### config.mk
export PLATFORM = sky130hd
export DESIGN_NAME = scorer_mp
export DESIGN_NICKNAME = d
export VERILOG_FILES = /design/src/rtl/scorer_mp.sv
export SDC_FILE = /design/constraint.sdc
export NUM_CORES = 1
export LEC_CHECK = 0
export BUFFER_PORTS_ARGS = -buffer_cell sky130_fd_sc_hd__buf_2
export CAP_MARGIN = 20
export CORE_AREA = 2 2 593 595
export DETAILED_ROUTE_END_ITERATION = 12
export DIE_AREA = 0 0 595 597
export GPL_TIMING_DRIVEN = 0
export SKIP_LAST_GASP = 1
export SYNTH_ARGS = -nofsm -noshare
export SYNTH_HDL_FRONTEND = slang
export SYNTH_SLANG_ARGS = --single-unit
### constraint.sdc
create_clock -name Clk -period 20 [get_ports Clk]
set_clock_uncertainty 0.1 [all_clocks]
set_input_delay 4 -clock Clk [delete_from_list [all_inputs] [get_ports Clk]]
set_output_delay 4 -clock Clk [all_outputs]
set_load 0.02 [all_outputs]
### src/rtl/scorer_mp.sv
// scorer_mp: multi-player key-press grader with streak multiplier and saturating score accumulators
module scorer_mp #(
  parameter int unsigned N_PLAYERS   = 2,
  parameter int unsigned N_LANES     = 4,
  parameter int unsigned NOTE_W      = 360,
  parameter int unsigned WIN_W       = 14,
  parameter int unsigned INC_W       = 8,
  parameter int unsigned SCORE_W     = 16,
  parameter int unsigned STREAK_W    = 8,
  parameter int unsigned STREAK_STEP = 8,
  parameter int unsigned MULT_MAX    = 4
) (
  input  logic                            Clk,
  input  logic                            Reset_n,
  input  logic                            clear,
  input  logic [N_PLAYERS-1:0]            enable,
  input  logic [N_PLAYERS*N_LANES-1:0]    keyTrack,
  input  logic [N_LANES*NOTE_W-1:0]       n_reg,
  output logic [N_PLAYERS*INC_W-1:0]      inc,
  output logic [N_PLAYERS-1:0]            ld,
  output logic [N_PLAYERS-1:0]            miss,
  output logic [N_PLAYERS*SCORE_W-1:0]    score,
  output logic [N_PLAYERS*STREAK_W-1:0]   streak,
  output logic [N_PLAYERS*3-1:0]          mult
);

  localparam int unsigned KEY_W  = N_PLAYERS * N_LANES;
  localparam int unsigned K_W    = $clog2(WIN_W + 1);
  localparam int unsigned BASE_W = $clog2(N_LANES * WIN_W + 1);
  localparam int unsigned HIT_W  = $clog2(N_LANES + 1);
  localparam int unsigned PROD_W = BASE_W + 3;
  localparam int unsigned SUM_W  = SCORE_W + 1;
  localparam int unsigned STK_W  = STREAK_W + 1;

  // Only the hit window at the top of each note register is graded
  logic w_unused_notes;
  assign w_unused_notes = ^n_reg;

  logic [WIN_W-1:0] w_win [N_LANES];
  logic [K_W-1:0]   w_k   [N_LANES];

  for (genvar l = 0; l < N_LANES; l++) begin : g_win
    assign w_win[l] = n_reg[l*NOTE_W + NOTE_W - 1 -: WIN_W];
  end

  // Lane value: one-hot window bit i grades as i+1, anything else grades as 0
  always_comb begin
    for (int l = 0; l < N_LANES; l++) begin
      w_k[l] = '0;
      if ((w_win[l] != '0) && ((w_win[l] & (w_win[l] - WIN_W'(1))) == '0)) begin
        for (int i = 0; i < WIN_W; i++) begin
          if (w_win[l][i]) w_k[l] = K_W'(i + 1);
        end
      end
    end
  end

  logic [KEY_W-1:0] r_delayed;
  logic [KEY_W-1:0] r_rose;
  logic [KEY_W-1:0] w_en_exp;
  logic             r_armed;

  // Per-player enable fanned out to that player's lanes
  always_comb begin
    w_en_exp = '0;
    for (int p = 0; p < N_PLAYERS; p++) begin
      for (int l = 0; l < N_LANES; l++) begin
        w_en_exp[p*N_LANES + l] = enable[p];
      end
    end
  end

  // Edge detect; the first edge after reset only primes delayed so keys held through reset stay silent
  always_ff @(posedge Clk or negedge Reset_n) begin
    if (!Reset_n) begin
      r_delayed <= '0;
      r_rose    <= '0;
      r_armed   <= 1'b0;
    end else begin
      r_delayed <= keyTrack;
      r_armed   <= 1'b1;
      if (clear || !r_armed) r_rose <= '0;
      else                   r_rose <= keyTrack & ~r_delayed & w_en_exp;
    end
  end

  for (genvar p = 0; p < N_PLAYERS; p++) begin : g_player
    logic [INC_W-1:0]    r_inc;
    logic                r_ld;
    logic                r_miss;
    logic [SCORE_W-1:0]  r_score;
    logic [STREAK_W-1:0] r_streak;
    logic [2:0]          r_mult;

    logic [N_LANES-1:0]  w_rose;
    logic [BASE_W-1:0]   w_base;
    logic [HIT_W-1:0]    w_hits;
    logic                w_anymiss;
    logic [PROD_W-1:0]   w_prod;
    logic [INC_W-1:0]    w_inc;
    logic [SUM_W-1:0]    w_sum;
    logic [SCORE_W-1:0]  w_score;
    logic [STK_W-1:0]    w_ssum;
    logic [STREAK_W-1:0] w_streak;
    int unsigned         w_mult_full;
    logic [2:0]          w_mult;

    assign w_rose = r_rose[p*N_LANES +: N_LANES];

    // Grade this player's presses; hits score at the pre-update multiplier even alongside a miss
    always_comb begin
      w_base    = '0;
      w_hits    = '0;
      w_anymiss = 1'b0;
      for (int l = 0; l < N_LANES; l++) begin
        if (w_rose[l]) begin
          if (w_k[l] != '0) begin
            w_base = w_base + BASE_W'(w_k[l]);
            w_hits = w_hits + HIT_W'(1);
          end else begin
            w_anymiss = 1'b1;
          end
        end
      end
      w_prod = PROD_W'(w_base) * PROD_W'(r_mult);
      if ((w_prod >> INC_W) != '0) w_inc = '1;
      else                         w_inc = INC_W'(w_prod);
      w_sum   = {1'b0, r_score} + SUM_W'(w_inc);
      w_score = w_sum[SUM_W-1] ? '1 : w_sum[SCORE_W-1:0];
      w_ssum  = {1'b0, r_streak} + STK_W'(w_hits);
      if (w_anymiss)              w_streak = '0;
      else if (w_ssum[STK_W-1])   w_streak = '1;
      else                        w_streak = w_ssum[STREAK_W-1:0];
      w_mult_full = 1 + (32'(w_streak) / STREAK_STEP);
      w_mult = (w_mult_full > MULT_MAX) ? 3'(MULT_MAX) : 3'(w_mult_full);
    end

    // Event outputs and accumulators; mult is kept in step with the registered streak
    always_ff @(posedge Clk or negedge Reset_n) begin
      if (!Reset_n) begin
        r_inc    <= '0;
        r_ld     <= 1'b0;
        r_miss   <= 1'b0;
        r_score  <= '0;
        r_streak <= '0;
        r_mult   <= 3'd1;
      end else if (clear) begin
        r_inc    <= '0;
        r_ld     <= 1'b0;
        r_miss   <= 1'b0;
        r_score  <= '0;
        r_streak <= '0;
        r_mult   <= 3'd1;
      end else begin
        r_inc    <= w_inc;
        r_ld     <= |w_rose;
        r_miss   <= w_anymiss;
        r_score  <= w_score;
        r_streak <= w_streak;
        r_mult   <= w_mult;
      end
    end

    assign inc[p*INC_W +: INC_W]          = r_inc;
    assign ld[p]                          = r_ld;
    assign miss[p]                        = r_miss;
    assign score[p*SCORE_W +: SCORE_W]    = r_score;
    assign streak[p*STREAK_W +: STREAK_W] = r_streak;
    assign mult[p*3 +: 3]                 = r_mult;
  end

endmodule

==> out/metrics.json, run 1 <==
{
  "run_status": {"value": "finished clean"},
  "cellPowerDensity": {"value": 27.4, "unit": "nW/um^2"},
  "asyncSetResetFlopFracSynth": {"value": 1.00},
  "clock_tree_from_tritoncts": {"value": "done"},
  "critPathLaunchType": {"value": "input pin"},
  "cts_made_buffers": {"value": 9},
  "detailroute.via_count": {"value": 8266},
  "crit_end": {"value": "g_player[1].r_score[13]"},
  "post-route-period-util": {"value": 0.727},
  "crit_required": {"value": 20.12, "unit": "ns"},
  "reg2reg_depth": {"value": 38},
  "p_clk_frac": {"value": 0.446},
  "worstPathMaxFanout": {"value": 10},
  "first_global_vias": {"value": 7786},
  "initial_utilization": {"value": 0.0241},
  "cts_hold_buffers": {"value": 0},
  "post_cts_resized": {"value": 0},
  "post_route_setup_tns": {"value": 0, "unit": "ns"},
  "max-cap-violations": {"value": 0},
  "cpPeakStageDelay": {"value": 0.59, "unit": "ns"},
  "globalRouteOverflowTotal": {"value": 0},
  "synth.net_count": {"value": 2549},
  "postSynthAreaPerCell": {"value": 8.38, "unit": "sq um"},
  "synth_edf_count": {"value": 0},
  "fp-row-count": {"value": 217},
  "total_track_usage": {"value": 0.0296},
  "dr.pass1.iters": {"value": 5},
  "worst-endpoint-arrival": {"value": 14.65, "unit": "ns"},
  "timing.final.hold_violations": {"value": 0},
  "globalplace.congestion": {"value": 0.779},
  "chipWidth": {"value": 595, "unit": "microns"},
  "drc_errors": {"value": 0},
  "leakage": {"value": 0.00500, "unit": "uW"},
  "period_needed": {"value": 14.53, "unit": "ns"},
  "timing.critical_path.slowest_stage_cell": {"value": "a211oi_1"},
  "finalSetupViolations": {"value": 0},
  "clk-insertion-delay-late": {"value": 0.40, "unit": "ns"},
  "power.share.combinational": {"value": 0.109},
  "grt_first_pass_wirelength": {"value": 69.1, "unit": "mm"},
  "final_cells": {"value": 5773},
  "wl": {"value": 53.3, "unit": "mm"},
  "postCtsSetupBuffers": {"value": 0},
  "timing.fmax": {"value": 0.0688, "unit": "GHz"},
  "largest_net_degree_at_the_start_of_global_routing": {"value": 62},
  "relative_slew_slack": {"value": 0.227},
  "max_slew.worst_pin.slew": {"value": 1.16, "unit": "ns"},
  "final_hpwl_dp": {"value": 48.1, "unit": "mm"},
  "detail-route-antenna-nets": {"value": 0},
  "core_area": {"value": 349000, "unit": "sq um"},
  "fp.dieArea": {"value": 355000, "unit": "sq um"},
  "net_switching_component_of_the_power": {"value": 128, "unit": "uW"},
  "areaGrowthSynthToFinish": {"value": 81.4, "unit": "%"},
  "power_frac_seq": {"value": 0.445},
  "num_io_pins": {"value": 1527},
  "numPlacedInstances": {"value": 5749},
  "drive_gt1_frac": {"value": 0.167},
  "clock_sink_count": {"value": 91},
  "cts-root-to-sink-buffers": {"value": 2},
  "number_of_antenna_violations_at_the_first_check_in_global_routing": {"value": 55},
  "setup.reg_to_reg.worst_slack": {"value": 10.46, "unit": "ns"},
  "endpoint_kind": {"value": "flip-flop"},
  "ir_drop": {"value": 25.7, "unit": "uV"},
  "clock-root-buffer": {"value": "clkbuf_16"},
  "synth_warnings": {"value": 0},
  "port_buffers": {"value": 140},
  "synth.ff_latch_count": {"value": 91},
  "dr.first_iter.drc_count": {"value": 546},
  "synth_top_flop_cell": {"value": "dfrtp_1"},
  "pins_over_slew_limit": {"value": 0},
  "detail_route.vias_per_cell": {"value": 1.43},
  "rr_startpoint": {"value": "r_rose[4]"},
  "netlist_area": {"value": 8420, "unit": "sq um"},
  "intPower": {"value": 290, "unit": "uW"},
  "grt_setup_unrepaired": {"value": "false"},
  "worst_r2r_endpoint": {"value": "g_player[1].r_score[13]"},
  "routedWlPerCell": {"value": 9.23, "unit": "microns"},
  "critPathLaunch": {"value": "n_reg[707]"},
  "setup.worst_path.class": {"value": "input pin to flip-flop"},
  "final_design_area_no_fill": {"value": 15300, "unit": "sq um"},
  "min_path_type": {"value": "flip-flop to flip-flop"},
  "synth.yosys.seq_area_share": {"value": 0.271},
  "chipHeight": {"value": 597, "unit": "microns"},
  "final.hold.worst_slack": {"value": 0.298, "unit": "ns"},
  "nets": {"value": 2706},
  "clock_tree.htree_level_count": {"value": 3},
  "synth_cells": {"value": 1004},
  "num-fill-cells": {"value": 41500},
  "min_path_cells": {"value": 1},
  "dpl-instance-area": {"value": 14900, "unit": "sq um"},
  "path_clk_slew": {"value": 0.08, "unit": "ns"},
  "post_synth_num_cell_types": {"value": 76},
  "switching_share": {"value": 0.306}
}
[cell usage after synthesis (all sizes together) (9+ instances only)]
cell type / number / area [sq um]
a31oi: 12 / 75.1
xnor2: 25 / 219
o21a: 10 / 75.1
ha: 72 / 901
clkbuf: 18 / 67.6
nand3: 27 / 135
a21o: 24 / 180
nor2: 97 / 364
and2: 43 / 269
or3: 10 / 62.6
a211oi: 14 / 110
nor4: 16 / 100
nand2b: 21 / 131
xor2: 22 / 193
dfrtp: 89 / 2230
nor3b: 9 / 67.6
nor2b: 11 / 68.8
nand2: 51 / 191
fa: 20 / 400
nor3: 27 / 135
and3: 12 / 75.1
a21oi: 94 / 482
or4: 17 / 135
or2: 12 / 75.1
o21ai: 42 / 210
inv: 80 / 300
[state kept, by name (all words and copies together), names as in the netlist]
| register | flops |
|---|---|
| g_player.r_ld | 2 |
| g_player.r_streak | 16 |
| r_armed | 1 |
| g_player.r_mult | 6 |
| r_rose | 8 |
| r_delayed | 8 |
| g_player.r_score | 32 |
| g_player.r_inc | 16 |
| g_player.r_miss | 2 |
[cell usage in the layout (no fill, tap or decap), types with 24 or more instances in the layout]
master | Yosys | routed
and2_1 | 42 | 42
inv_1 | 80 | 80
nand2_1 | 51 | 51
xnor2_1 | 25 | 25
nor2_1 | 97 | 97
buf_2 | 0 | 139
a21o_1 | 24 | 24
ha_1 | 72 | 72
nand3_1 | 27 | 27
o21ai_0 | 42 | 42
dfrtp_1 | 89 | 89
a21oi_1 | 93 | 93
nor3_1 | 27 | 27
[layer usage]
| layer | part of all wire | global-route usage | vias to the layer above |
|---|---|---|---|
| met5 | 0.0021 | 0 | - |
| met4 | 0.038 | 0.0119 | 20 |
| met3 | 0.14 | 0.0182 | 94 |
| met2 | 0.49 | 0.0515 | 279 |
| met1 | 0.33 | 0.0281 | 3918 |
| li1 | - | - | 3955 |
[stage by stage]
step / utilization / worst slack, ns / total power [uW]
after floorplan: - / 7.40 / 208
after global placement: 0.0427 / 4.69 / 234
after detailed placement: 0.0429 / 5.02 / 236
after CTS: 0.0437 / 5.34 / 428
after global routing: 0.0437 / 4.60 / 436
final: 0.0438 / 5.47 / 418
[critical path: cells and delay by family]
family	cells	cell delay, ns
xor gates and xnor gates	1	0.11
AOI/OAI and AO/OA	17	4.05
buffers and inverters	5	0.91
and+or+nand+nor	13	2.84
adders and majority gates	8	2.72
[logic make-up (layout without fill, tap and decap cells)]
family,count (synthesis),count (layout),synth area share
AO/OA/AOI/OAI,277,277,0.217
XOR/XNOR,48,48,0.0516
adder cells (fa/ha/maj),100,100,0.164
buffers and inverters,104,266,0.0491
flip-flops,91,91,0.271
multiplexers,12,12,0.0149
other,1,9,0.000446
AND/OR/NAND/NOR,371,371,0.232
[cell type report]
type,count,area (sq um),area share
timing repair buffer,146,768,0.0503
clock buffer,9,225,0.0148
sequential,91,2280,0.149
multi-input combinational,809,5730,0.375
antenna,8,20.0,0.00131
buffer,24,113,0.00738
inverter,80,300,0.0197
tap,4599,5750,0.377
clock inverter,7,76.3,0.00500
[worst min path at each step]
stage,from,endpoint,slack (ns)
2_1_floorplan,r_delayed[0],r_rose[0],0.28
3_3_place_gp,r_delayed[5],r_rose[5],0.29
3_5_place_dp,r_delayed[3],r_rose[3],0.29
4_1_cts,r_delayed[3],r_rose[3],0.30
5_1_grt,r_delayed[3],r_rose[3],0.31
6_report,r_delayed[5],r_rose[5],0.30
[power by group through the flow]
stage                     Clock [uW]  Sequential (uW)  Combinational, uW
after detailed placement           0              190               46.2
final                            186              186               45.5
after CTS                        195              186               46.3
after global placement             0              190               44.4
after floorplan                    0              190               18.8
after global routing             199              186               50.9
Note: power is estimated with default switching activity, not from simulation.
==> inputs of run 2 (changes only) <==
--- a/config.mk
+++ b/config.mk
@@ -7,9 +7,9 @@
 export LEC_CHECK = 0
 export BUFFER_PORTS_ARGS = -buffer_cell sky130_fd_sc_hd__buf_2
 export CAP_MARGIN = 20
-export CORE_AREA = 2 2 593 595
+export CORE_AREA = 2 2 597 599
 export DETAILED_ROUTE_END_ITERATION = 12
-export DIE_AREA = 0 0 595 597
+export DIE_AREA = 0 0 599 601
 export GPL_TIMING_DRIVEN = 0
 export SKIP_LAST_GASP = 1
 export SYNTH_ARGS = -nofsm -noshare
==> constraint.sdc (replaced) <==
create_clock -name Clk -period 15.1 [get_ports Clk]
set_clock_uncertainty 0.1 [all_clocks]
set_input_delay 3.02 -clock Clk [delete_from_list [all_inputs] [get_ports Clk]]
set_output_delay 3.02 -clock Clk [all_outputs]
set_load 0.02 [all_outputs]
==> out/metrics.json, run 2 (same netlist as run 1, synthesis figures left out) <==
{
  "run_status": {"value": "finished clean"},
  "clk-insertion-delay-late": {"value": 0.41, "unit": "ns"},
  "grt_first_pass_wirelength": {"value": 67.0, "unit": "mm"},
  "cts_made_buffers": {"value": 9},
  "pins_over_slew_limit": {"value": 0},
  "setup.worst_path.class": {"value": "input pin to flip-flop"},
  "cellPowerDensity": {"value": 36.5, "unit": "nW/um^2"},
  "globalRouteOverflowTotal": {"value": 0},
  "core_area": {"value": 354000, "unit": "sq um"},
  "detailroute.via_count": {"value": 8227},
  "min_delay_worst_endpoint": {"value": "r_rose[1]"},
  "largest_register_ffs": {"value": 32},
  "clock_sink_count": {"value": 91},
  "total_area_of_multi_input_combinational_cells": {"value": 5730, "unit": "sq um"},
  "max_slew.worst_pin.slew": {"value": 1.30, "unit": "ns"},
  "final_cells": {"value": 5926},
  "port_buffers": {"value": 140},
  "worst-endpoint-arrival": {"value": 13.67, "unit": "ns"},
  "timing.hold.worst.start": {"value": "r_delayed[1]"},
  "post-route-period-util": {"value": 0.897},
  "worst_r2r_endpoint": {"value": "g_player[1].r_score[13]"},
  "wl": {"value": 50.9, "unit": "mm"},
  "min_path_type": {"value": "flip-flop to flip-flop"},
  "drc_errors": {"value": 0},
  "worstPathMaxFanout": {"value": 10},
  "max-cap-violations": {"value": 0},
  "num_io_pins": {"value": 1527},
  "cpPeakStageDelay": {"value": 0.59, "unit": "ns"},
  "clock_tree_from_tritoncts": {"value": "done"},
  "layout_top_registers": {"value": "g_player.r_score (32), g_player.r_inc (16), g_player.r_streak (16)"},
  "timing.final.hold_violations": {"value": 0},
  "crit_required": {"value": 15.22, "unit": "ns"},
  "fp-row-count": {"value": 219},
  "endpoint_kind": {"value": "flip-flop"},
  "drive_gt1_frac": {"value": 0.169},
  "total_track_usage": {"value": 0.0283},
  "top_register": {"value": "g_player.r_score"},
  "chipHeight": {"value": 601, "unit": "microns"},
  "critPathLaunchType": {"value": "input pin"},
  "min_path_cells": {"value": 1},
  "number_of_antenna_violations_at_the_first_check_in_global_routing": {"value": 54},
  "period_needed": {"value": 13.55, "unit": "ns"},
  "clock_tree.htree_level_count": {"value": 3},
  "first_global_vias": {"value": 7811},
  "timing.fmax": {"value": 0.0738, "unit": "GHz"},
  "area.sequential": {"value": 2280, "unit": "sq um"},
  "relative_slew_slack": {"value": 0.132},
  "clock-root-buffer": {"value": "clkbuf_16"},
  "numPlacedInstances": {"value": 5902},
  "post_cts_resized": {"value": 0},
  "reg2reg_depth": {"value": 38},
  "path_clk_slew": {"value": 0.07, "unit": "ns"},
  "dr.first_iter.drc_count": {"value": 481},
  "num-fill-cells": {"value": 42200},
  "ir_drop": {"value": 53.5, "unit": "uV"},
  "grt_setup_unrepaired": {"value": "false"},
  "nets": {"value": 2708},
  "post_route_setup_tns": {"value": 0, "unit": "ns"},
  "globalplace.congestion": {"value": 0.768},
  "timing.critical_path.slowest_stage_cell": {"value": "a211oi_1"},
  "postCtsSetupBuffers": {"value": 0},
  "initial_utilization": {"value": 0.0238},
  "areaGrowthSynthToFinish": {"value": 84.0, "unit": "%"},
  "fp.dieArea": {"value": 360000, "unit": "sq um"},
  "chipWidth": {"value": 599, "unit": "microns"},
  "setup.reg_to_reg.worst_slack": {"value": 5.56, "unit": "ns"},
  "layout_common_cells": {"value": "buf_2, nor2_1, a21oi_1"},
  "routedWlPerCell": {"value": 8.58, "unit": "microns"},
  "cts-root-to-sink-buffers": {"value": 2},
  "leakage": {"value": 0.00502, "unit": "uW"},
  "rr_startpoint": {"value": "r_rose[4]"},
  "finalSetupViolations": {"value": 0},
  "dr.pass1.iters": {"value": 5},
  "largest_net_degree_at_the_start_of_global_routing": {"value": 53},
  "critPathLaunch": {"value": "n_reg[707]"},
  "detail_route.vias_per_cell": {"value": 1.39},
  "detail-route-antenna-nets": {"value": 0},
  "cts_hold_buffers": {"value": 0},
  "layout.cells.most_common": {"value": "buf_2"},
  "final_hpwl_dp": {"value": 45.8, "unit": "mm"}
}
==> run 2: report_power, final <==
| group | switching [uW] | internal (uW) |
|---|---|---|
| clock network | 119 | 140 |
| logic | 40.2 | 20.2 |
| registers | 1.11 | 246 |
| total | 161 | 405 |
==> run 2: how the worst max path moves through the flow <==
stage,endpoint,slack (ns),cells after the start
floorplan,g_player[1].r_score[15],3.48,40
global placement,g_player[1].r_score[13],0.80,36
detailed placement,g_player[1].r_score[13],0.95,43
CTS,g_player[1].r_score[13],1.32,43
global route,g_player[1].r_score[13],0.37,44
finish,g_player[1].r_score[13],1.55,44
==> run 2: layout make-up <==
type | count | share of cell area
Buffer | 24 | 0.00727
Antenna cell | 7 | 0.00113
Sequential cell | 91 | 0.147
Clock inverter | 5 | 0.00420
Tap cell | 4751 | 0.384
Multi-Input combinational cell | 809 | 0.370
Timing Repair Buffer | 148 | 0.0508
Clock buffer | 11 | 0.0163
Inverter | 80 | 0.0194
==> run 2: routing by layer <==
metal / track usage / part of all wire / vias up
li1: - / - / 3965
met1: 0.0260 / 0.33 / 3889
met5: 0 / 0.0026 / -
met3: 0.0170 / 0.13 / 94
met4: 0.0131 / 0.044 / 22
met2: 0.0494 / 0.49 / 257
==> run 2: worst max-delay path: cells and delay by family <==
family,cells,cell delay [ns]
adder cells (fa/ha/maj),8,2.72
AO/OA/AOI/OAI,17,4.08
XOR/XNOR,1,0.11
buffers and inverters,5,0.90
AND/OR/NAND/NOR,13,2.85
==> run 2: per-stage QoR <==
stage / setup WS [ns] / utilization / total power (uW) / hold slack, ns / area [sq um]
final: 1.55 / 0.0438 / 566 / 0.297 / 15500
after global routing: 0.370 / 0.0437 / 591 / 0.312 / 15500
after CTS: 1.32 / 0.0437 / 578 / 0.297 / 15500
after detailed placement: 0.953 / 0.0428 / 313 / 0.289 / 15100
after global placement: 0.798 / 0.0425 / 311 / 0.291 / 15100
after floorplan: 3.48 / - / 276 / 0.282 / 8420
==> inputs of run 3 (changes only) <==
--- a/config.mk
+++ b/config.mk
@@ -8,6 +8,7 @@
 export BUFFER_PORTS_ARGS = -buffer_cell sky130_fd_sc_hd__buf_2
 export CAP_MARGIN = 20
 export CORE_AREA = 2 2 597 599
+export CTS_BUF_LIST = sky130_fd_sc_hd__clkbuf_16
 export DETAILED_ROUTE_END_ITERATION = 12
 export DIE_AREA = 0 0 599 601
 export GPL_TIMING_DRIVEN = 0
==> out/metrics.json, run 3 (same netlist as run 1, synthesis figures left out) <==
{
  "globalplace.congestion": {"value": 0.768},
  "layout_top_registers": {"value": "g_player.r_score (32), g_player.r_inc (16), g_player.r_streak (16)"},
  "post-route-period-util": {"value": 0.900},
  "globalRouteOverflowTotal": {"value": 0},
  "final.hold.worst_slack": {"value": 0.297, "unit": "ns"},
  "max-cap-violations": {"value": 0},
  "timing.final.hold_violations": {"value": 0},
  "fp-row-count": {"value": 219},
  "detail_route.vias_per_cell": {"value": 1.39},
  "cts_hold_buffers": {"value": 0},
  "layout.cells.most_common": {"value": "buf_2"},
  "relative_slew_slack": {"value": 0.137},
  "area.sequential": {"value": 2280, "unit": "sq um"},
  "port_buffers": {"value": 140},
  "grt_setup_unrepaired": {"value": "false"},
  "top_register": {"value": "g_player.r_score"},
  "dr.first_iter.drc_count": {"value": 505},
  "largest_net_degree_at_the_start_of_global_routing": {"value": 53},
  "largest_register_ffs": {"value": 32},
  "detailroute.via_count": {"value": 8239},
  "post_route_setup_tns": {"value": 0, "unit": "ns"},
  "drive_gt1_frac": {"value": 0.167},
  "final_design_area_no_fill": {"value": 15500, "unit": "sq um"},
  "cellPowerDensity": {"value": 35.9, "unit": "nW/um^2"},
  "finalSetupViolations": {"value": 0},
  "dr.pass1.iters": {"value": 5},
  "timing.critical_path.slowest_stage_cell": {"value": "a211oi_1"},
  "cpPeakStageDelay": {"value": 0.61, "unit": "ns"},
  "worst-endpoint-arrival": {"value": 13.71, "unit": "ns"},
  "setup.reg_to_reg.worst_slack": {"value": 5.55, "unit": "ns"},
  "setup.worst_path.class": {"value": "input pin to flip-flop"},
  "fp.dieArea": {"value": 360000, "unit": "sq um"},
  "max_slew.worst_pin.slew": {"value": 1.29, "unit": "ns"},
  "wl": {"value": 50.9, "unit": "mm"},
  "timing.fmax": {"value": 0.0736, "unit": "GHz"},
  "clock_sink_count": {"value": 91},
  "grt_first_pass_wirelength": {"value": 67.0, "unit": "mm"},
  "crit_end": {"value": "g_player[1].r_score[13]"},
  "detail-route-antenna-nets": {"value": 0},
  "number_of_antenna_violations_at_the_first_check_in_global_routing": {"value": 54},
  "min_path_type": {"value": "flip-flop to flip-flop"},
  "clock_tree_from_tritoncts": {"value": "done"},
  "endpoint_kind": {"value": "flip-flop"},
  "initial_utilization": {"value": 0.0238},
  "worst_r2r_endpoint": {"value": "g_player[1].r_score[13]"},
  "cts-root-to-sink-buffers": {"value": 2},
  "period_needed": {"value": 13.59, "unit": "ns"},
  "nets": {"value": 2708},
  "clock-root-buffer": {"value": "clkbuf_16"},
  "leakage": {"value": 0.00500, "unit": "uW"},
  "layout_common_cells": {"value": "buf_2, nor2_1, a21oi_1"},
  "crit_required": {"value": 15.22, "unit": "ns"},
  "path_clk_slew": {"value": 0.07, "unit": "ns"},
  "setup_slack": {"value": 1.51, "unit": "ns"},
  "final_hpwl_dp": {"value": 45.8, "unit": "mm"},
  "chipWidth": {"value": 599, "unit": "microns"},
  "areaGrowthSynthToFinish": {"value": 83.8, "unit": "%"},
  "postCtsSetupBuffers": {"value": 0},
  "drc_errors": {"value": 0},
  "clk-insertion-delay-late": {"value": 0.40, "unit": "ns"},
  "routedWlPerCell": {"value": 8.59, "unit": "microns"},
  "critPathLaunch": {"value": "n_reg[707]"},
  "run_status": {"value": "finished clean"},
  "total_area_of_multi_input_combinational_cells": {"value": 5730, "unit": "sq um"},
  "pins_over_slew_limit": {"value": 0},
  "chipHeight": {"value": 601, "unit": "microns"},
  "post_cts_resized": {"value": 0},
  "reg2reg_depth": {"value": 38},
  "ir_drop": {"value": 53.3, "unit": "uV"},
  "critPathLaunchType": {"value": "input pin"},
  "clock_tree.htree_level_count": {"value": 3},
  "dpl-instance-area": {"value": 15100, "unit": "sq um"},
  "report.power.total": {"value": 555, "unit": "uW"},
  "first_global_vias": {"value": 7801},
  "worstPathMaxFanout": {"value": 10},
  "total_track_usage": {"value": 0.0283},
  "pre_cts_slack": {"value": 0.953, "unit": "ns"},
  "cts_made_buffers": {"value": 9},
  "rr_startpoint": {"value": "r_rose[4]"},
  "num-fill-cells": {"value": 42200},
  "num_io_pins": {"value": 1527},
  "core_area": {"value": 354000, "unit": "sq um"}
}
-- run 3: critical path, delay by kind of cell --
kind / cells / cell delay (ns)
buf+inv: 5 / 0.90
xor+xnor: 1 / 0.11
compound gates: 17 / 4.09
fa+ha+maj: 8 / 2.73
simple gates: 13 / 2.87
-- run 3: area by class of cell --
type / count / area share
plain buffers: 24 / 0.00728
repair buffers: 148 / 0.0509
clock inverters: 7 / 0.00469
flip-flops and latches: 91 / 0.147
clock buffers: 9 / 0.0146
diodes: 6 / 0.000971
well taps: 4751 / 0.384
multi-input cells: 809 / 0.370
inverters: 80 / 0.0194
-- run 3: stage by stage --
stage                 util  std cells
floorplan                -       1004
global route        0.0437       5923
global placement    0.0425       5895
finish              0.0437       5925
CTS                 0.0436       5918
detailed placement  0.0428       5902
-- run 3: routing by layer --
| metal | vias to the layer above | wire, microns | track usage |
|---|---|---|---|
| li1 | 3962 | - | - |
| met3 | 98 | 6580 | 0.0170 |
| met1 | 3900 | 16800 | 0.0260 |
| met4 | 22 | 2280 | 0.0131 |
| met5 | - | 132 | 0 |
| met2 | 257 | 25100 | 0.0494 |
-- run 3: where the power goes --
part / leakage (uW) / switching, uW / internal [uW]
Sequential: 0.00124 / 1.15 / 246
Combinational: 0.00362 / 40.3 / 20.2
Clock: 0.000146 / 119 / 129
-- run 3: how the worst min path moves through the flow --
stage                  from         to  cells after the start
2_1_floorplan  r_delayed[0]  r_rose[0]                      1
3_3_place_gp   r_delayed[5]  r_rose[5]                      1
3_5_place_dp   r_delayed[1]  r_rose[1]                      1
4_1_cts        r_delayed[1]  r_rose[1]                      1
5_1_grt        r_delayed[1]  r_rose[1]                      1
6_report       r_delayed[1]  r_rose[1]                      1
